File: src/rtl/button_if.sv
// Button bundle between the raw switch inputs and the command consumer.
// cmd_valid is a pulse with no backpressure: the consumer takes cmd in the cycle cmd_valid is high.
interface button_if;
    logic [4:0] btn_raw;
    logic [4:0] btn_level;
    logic [4:0] cmd;
    logic       cmd_valid;

    modport master (
        output btn_raw,
        input  btn_level,
        input  cmd,
        input  cmd_valid
    );

    modport slave (
        input  btn_raw,
        output btn_level,
        output cmd,
        output cmd_valid
    );
endinterface

File: src/rtl/button_ctrl.sv
// Five-button front end: synchronize, debounce, detect presses, arbitrate into one-hot command pulses.
// Optional up/down auto-repeat is compiled in when BTN_AUTOREPEAT_EN is defined.
module button_ctrl #(
    parameter int DB_CNT    = 100000,
    parameter int RPT_DELAY = 50000000,
    parameter int RPT_RATE  = 10000000
) (
    input  logic     clk,
    input  logic     rst_n,
    button_if.slave  bus
);
    localparam int NB = 5;
    localparam int CW = $clog2(DB_CNT);
    localparam logic [CW-1:0] CNT_LAST = CW'(DB_CNT - 1);

    if (DB_CNT < 2 || RPT_DELAY < 1 || RPT_RATE < 1) begin : g_param_check
        $error("button_ctrl: DB_CNT must be >= 2 and repeat timings >= 1");
    end

    logic [NB-1:0] sync1;
    logic [NB-1:0] sync2;
    logic [CW-1:0] db_cnt [NB];
    logic [NB-1:0] level;
    logic [NB-1:0] level_d;
    logic [NB-1:0] press;
    logic [NB-1:0] rpt_evt;
    logic [NB-1:0] pending;
    logic [NB-1:0] pend_all;
    logic [NB-1:0] grant;
    logic [NB-1:0] cmd_q;
    logic          cmd_valid_q;

    always_ff @(posedge clk) begin
        if (!rst_n) begin
            sync1 <= '0;
            sync2 <= '0;
        end else begin
            sync1 <= bus.btn_raw;
            sync2 <= sync1;
        end
    end

    // A level change is accepted only after DB_CNT consecutive disagreeing samples.
    always_ff @(posedge clk) begin
        if (!rst_n) begin
            for (int i = 0; i < NB; i++) begin
                db_cnt[i] <= '0;
            end
            level   <= '0;
            level_d <= '0;
        end else begin
            for (int i = 0; i < NB; i++) begin
                if (sync2[i] == level[i]) begin
                    db_cnt[i] <= '0;
                end else if (db_cnt[i] == CNT_LAST) begin
                    db_cnt[i] <= '0;
                    level[i]  <= sync2[i];
                end else begin
                    db_cnt[i] <= db_cnt[i] + CW'(1);
                end
            end
            level_d <= level;
        end
    end

    assign press = level & ~level_d;

`ifdef BTN_AUTOREPEAT_EN
    localparam int RMAX = (RPT_DELAY > RPT_RATE) ? RPT_DELAY : RPT_RATE;
    localparam int RW   = $clog2(RMAX + 1);
    localparam logic [RW-1:0] RPT_FIRST = RW'(RPT_DELAY);
    localparam logic [RW-1:0] RPT_NEXT  = RW'(RPT_RATE);

    logic [RW-1:0] rpt_cnt [1:2];
    logic [2:1]    rpt_armed;

    // First repeat waits RPT_DELAY after the level rose, later ones RPT_RATE apart.
    always_comb begin
        rpt_evt = '0;
        for (int i = 1; i <= 2; i++) begin
            if (level[i] && ((!rpt_armed[i] && rpt_cnt[i] == RPT_FIRST) ||
                             ( rpt_armed[i] && rpt_cnt[i] == RPT_NEXT))) begin
                rpt_evt[i] = 1'b1;
            end
        end
    end

    always_ff @(posedge clk) begin
        if (!rst_n) begin
            for (int i = 1; i <= 2; i++) begin
                rpt_cnt[i]   <= '0;
                rpt_armed[i] <= 1'b0;
            end
        end else begin
            for (int i = 1; i <= 2; i++) begin
                if (!level[i]) begin
                    rpt_cnt[i]   <= '0;
                    rpt_armed[i] <= 1'b0;
                end else if (rpt_evt[i]) begin
                    rpt_cnt[i]   <= RW'(1);
                    rpt_armed[i] <= 1'b1;
                end else begin
                    rpt_cnt[i] <= rpt_cnt[i] + RW'(1);
                end
            end
        end
    end
`else
    assign rpt_evt = '0;
`endif

    // Lowest set bit wins: center (bit 0) has the highest priority.
    assign pend_all = pending | press | rpt_evt;
    assign grant    = pend_all & (~pend_all + NB'(1));

    always_ff @(posedge clk) begin
        if (!rst_n) begin
            pending     <= '0;
            cmd_q       <= '0;
            cmd_valid_q <= 1'b0;
        end else begin
            pending     <= pend_all & ~grant;
            cmd_q       <= grant;
            cmd_valid_q <= |grant;
        end
    end

    assign bus.btn_level = level;
    assign bus.cmd       = cmd_q;
    assign bus.cmd_valid = cmd_valid_q;
endmodule
File: src/flat_wrapper.sv
// flat-port wrapper written by rule: the top's interface ports become plain ports
module button_ctrl_flat 
#(
    parameter int DB_CNT    = 100000,
    parameter int RPT_DELAY = 50000000,
    parameter int RPT_RATE  = 10000000
)
  (clk, rst_n, bus_btn_raw, bus_btn_level, bus_cmd, bus_cmd_valid);
  button_if bus_i ();
  input  logic clk;
  input  logic rst_n;
  input wire logic [$bits(bus_i.btn_raw)-1:0] bus_btn_raw;
  output wire logic [$bits(bus_i.btn_level)-1:0] bus_btn_level;
  output wire logic [$bits(bus_i.cmd)-1:0] bus_cmd;
  output wire logic [$bits(bus_i.cmd_valid)-1:0] bus_cmd_valid;
  assign bus_i.btn_raw = bus_btn_raw;
  assign bus_btn_level = bus_i.btn_level;
  assign bus_cmd = bus_i.cmd;
  assign bus_cmd_valid = bus_i.cmd_valid;
  button_ctrl #(.DB_CNT(DB_CNT), .RPT_DELAY(RPT_DELAY), .RPT_RATE(RPT_RATE)) u_core (.clk(clk), .rst_n(rst_n), .bus(bus_i));
endmodule
File: config.mk
export PLATFORM = sky130hd
export DESIGN_NAME = button_ctrl_flat
export DESIGN_NICKNAME = d
export VERILOG_FILES = /design/src/rtl/button_if.sv /design/src/rtl/button_ctrl.sv /design/src/flat_wrapper.sv
export SDC_FILE = /design/constraint.sdc
export NUM_CORES = 1
export LEC_CHECK = 0
export ABC_CLOCK_PERIOD_IN_PS = 2000
export CAP_MARGIN = 20
export CORE_MARGIN = 10
export CORE_UTILIZATION = 45
export DETAILED_ROUTE_END_ITERATION = 7
export PLACE_DENSITY = 0.72
export SKIP_CTS_REPAIR_TIMING = 1
export SLEW_MARGIN = 10
export SYNTH_ARGS = -nofsm -noshare
export SYNTH_HDL_FRONTEND = slang
export SYNTH_SLANG_ARGS = --single-unit
File: constraint.sdc
create_clock -name clk -period 2 [get_ports clk]
set_input_delay 0.4 -clock clk [delete_from_list [all_inputs] [get_ports clk]]
set_output_delay 0.4 -clock clk [all_outputs]
set_load 0.02 [all_outputs]
==> flow_metrics.tcl <==
set metrics [dict create \
    synth_edf_count 85 \
    pin_count 18 \
    start_kind "flip-flop" \
    path_clk_slew_ns 0.05 \
    htree_levels 4 \
    worstPathCellList "or4b_2 -> nor4_4 -> a21o_2 -> a21oi_1" \
    hold_violations 0 \
    cpMaxStageDelayCell "or4b_2" \
    core_sq_mm 0.0122 \
    grt_max_degree 18 \
    first_iter_violations 275 \
    synthToLayoutAreaGrowth_pct 26.2 \
    grt_overflow 0 \
    initial_core_util 0.465 \
    worst-path-max-fanout 7 \
    yosys_warnings 0 \
    skew_ns 0.00612 \
    relSlewSlack 0.652 \
    finalCritPeriodShare 0.974 \
    fin_crit_ns 1.95 \
    grt_pass1_vias 4103 \
    worstSetupPathType "flip-flop to flip-flop" \
    worstSetupEndpointType "flip-flop" \
    slew_violations 0 \
    final_cell_mix "edfxtp_1, conb_1, nor2_1, xor2_1, nand3_1" \
    ys.flop_type "edfxtp_1" \
    hold_slack_ns 0.440 \
    dr.pass1.iters 4 \
    fmax_ghz 0.513 \
    worst_pin_slew_ns 0.520 \
    num_rows 40 \
    antennaDiodeCount 0 \
    routed_via_density 4.89 \
    critPathArrivalTime_ns 2.10 \
    cp_top_family "simple AND/OR/NAND/NOR gates" \
    finalWirelength_um 10600 \
    die-area_sq_mm 0.0175 \
    cp.required_ns 2.15 \
    port_buffers 17 \
    cap_violations 0 \
    netlist_instances 527 \
    grt_usage 0.124 \
    clock_latency_ns 0.41 \
    layout.nets 670 \
    synthDistinctLibCells 46 \
    cts_num_sinks 115 \
    drc 0 \
    crit_path_max_incr_delay_ns 0.71 \
    status "complete, no violations" \
    synth.cell_area_sq_mm 0.00566 \
    post-route-util 0.587 \
    drtAntennaViolNets 0 \
    cts_made_buffers 17 \
    place_congestion 0.864 \
    rsz0062_at_grt "yes" \
    chipHeight_um 132 \
    cts_tree "built" \
    die_w_um 132 \
    p_leak_nw 2.65 \
    synthArstFlopShare 0 \
    syn_avg_cell_area_sq_um 10.7 \
    hold_class "flip-flop to flip-flop" \
    vias 4101 \
    post_drt_wl_per_cell_um 12.6 \
    ys_seq_elements 115 \
    worst_ir_drop_vdd_mv 0.526 \
    antenna_found_initial 0 \
    clockRootBuffer "clkbuf_16" \
    yosysSeqAreaShare 0.557 \
    fin_total_pwr_mw 6.02 \
    post-dp-hpwl_um 7330 \
    drive_gt1_frac 0.101 \
    setup_viol_count_final 0 \
    cts.path.max_buffers 2 \
    p_per_area_mw_per_mm2 844 \
    grt_pass1_wl_um 18100 \
    cp.buffers_inverters 0 \
]
==> power by group <==
group          leakage (nW)  switching (mW)  internal, mW
sequential             1.12          0.0818          2.65
combinational          1.23           0.120        0.0990
clock                 0.307            1.02          2.06
==> cell type report <==
| cell class | count | area (sq um) |
|---|---|---|
| Fill cell | 1010 | 5020 |
| Clock buffer | 25 | 561 |
| Tap cell | 168 | 210 |
| Multi-Input combinational cell | 468 | 2730 |
| Clock inverter | 7 | 61.3 |
| Sequential cell | 115 | 3150 |
| Timing Repair Buffer | 43 | 378 |
| Inverter | 13 | 48.8 |
==> synth_stat cells (2+ instances only) <==
master,number,area (sq um)
xnor2_1,26,228
dfxtp_1,30,601
nor4bb_1,3,30.0
mux2i_1,3,30.0
nor2b_1,6,37.5
nor3_1,8,40.0
ha_1,5,62.6
clkbuf_1,13,48.8
o41ai_1,2,17.5
nor2_1,82,308
or4_1,6,45.0
a21oi_1,15,75.1
or4b_2,2,20.0
nand4_1,26,163
or2_2,2,12.5
o31ai_1,5,37.5
o21ai_0,9,45.0
or3_1,8,50.1
and2_1,18,113
edfxtp_1,85,2550
nor4_1,9,56.3
nand3_1,36,180
and4b_1,2,20.0
or4b_1,2,20.0
and3_1,9,56.3
and4_1,11,96.3
nor4b_1,4,35.0
nand2_1,30,113
inv_1,13,48.8
xor2_1,41,359
==> final timing paths <==
path | startpoint | to | slack [ns] | cells past startpoint
worst min register to register | u_core.sync1[3] | u_core.sync2[3] | 0.44 | 1
worst max register to register | u_core.db_cnt[3][5] | u_core.db_cnt[3][15] | 0.05 | 4
worst max-delay path | u_core.db_cnt[3][5] | u_core.db_cnt[3][15] | 0.05 | 4
worst min-delay path | u_core.sync1[3] | u_core.sync2[3] | 0.44 | 1
==> per-layer routing <==
layer	up-vias	GRT usage	part of all wire	wire (um)
met5	-	0	0	0
met2	66	0.202	0.48	5100
met3	11	0.0404	0.035	366
met4	0	0.0519	0.015	157
met1	1928	0.148	0.47	4930
li1	2096	-	-	-
==> registers in the layout, indices dropped and copies added (netlist names) <==
register	flops
u_core.level_d	5
u_core.db_cnt	85
u_core.bus.cmd_valid	1
u_core.sync1	5
u_core.bus.cmd	5
u_core.sync2	5
u_core.bus.btn_level	5
u_core.pending	4
==> cells by family after synthesis <==
logic type / share of synthesized area
XOR/XNOR: 0.104
AO/OA/AOI/OAI: 0.0394
AND/OR/NAND/NOR: 0.258
flip-flops: 0.557
multiplexers: 0.00531
adder cells (fa/ha/maj): 0.0111
other: 0.000663
buffers and inverters: 0.0241
==> metrics by stage <==
stage	TNS [ns]	cells	setup slack (ns)	cell area, sq um
3_3_place_gp	0	805	0.0306	6470
4_1_cts	-0.0640	837	-0.0143	7090
5_1_grt	-0.0385	839	-0.00871	7140
6_report	0	839	0.0510	7140
3_5_place_dp	-0.000491	805	-0.000491	6470
2_1_floorplan	0	611	0.00391	5970
No activity file was read; power rests on OpenSTA's default activity.
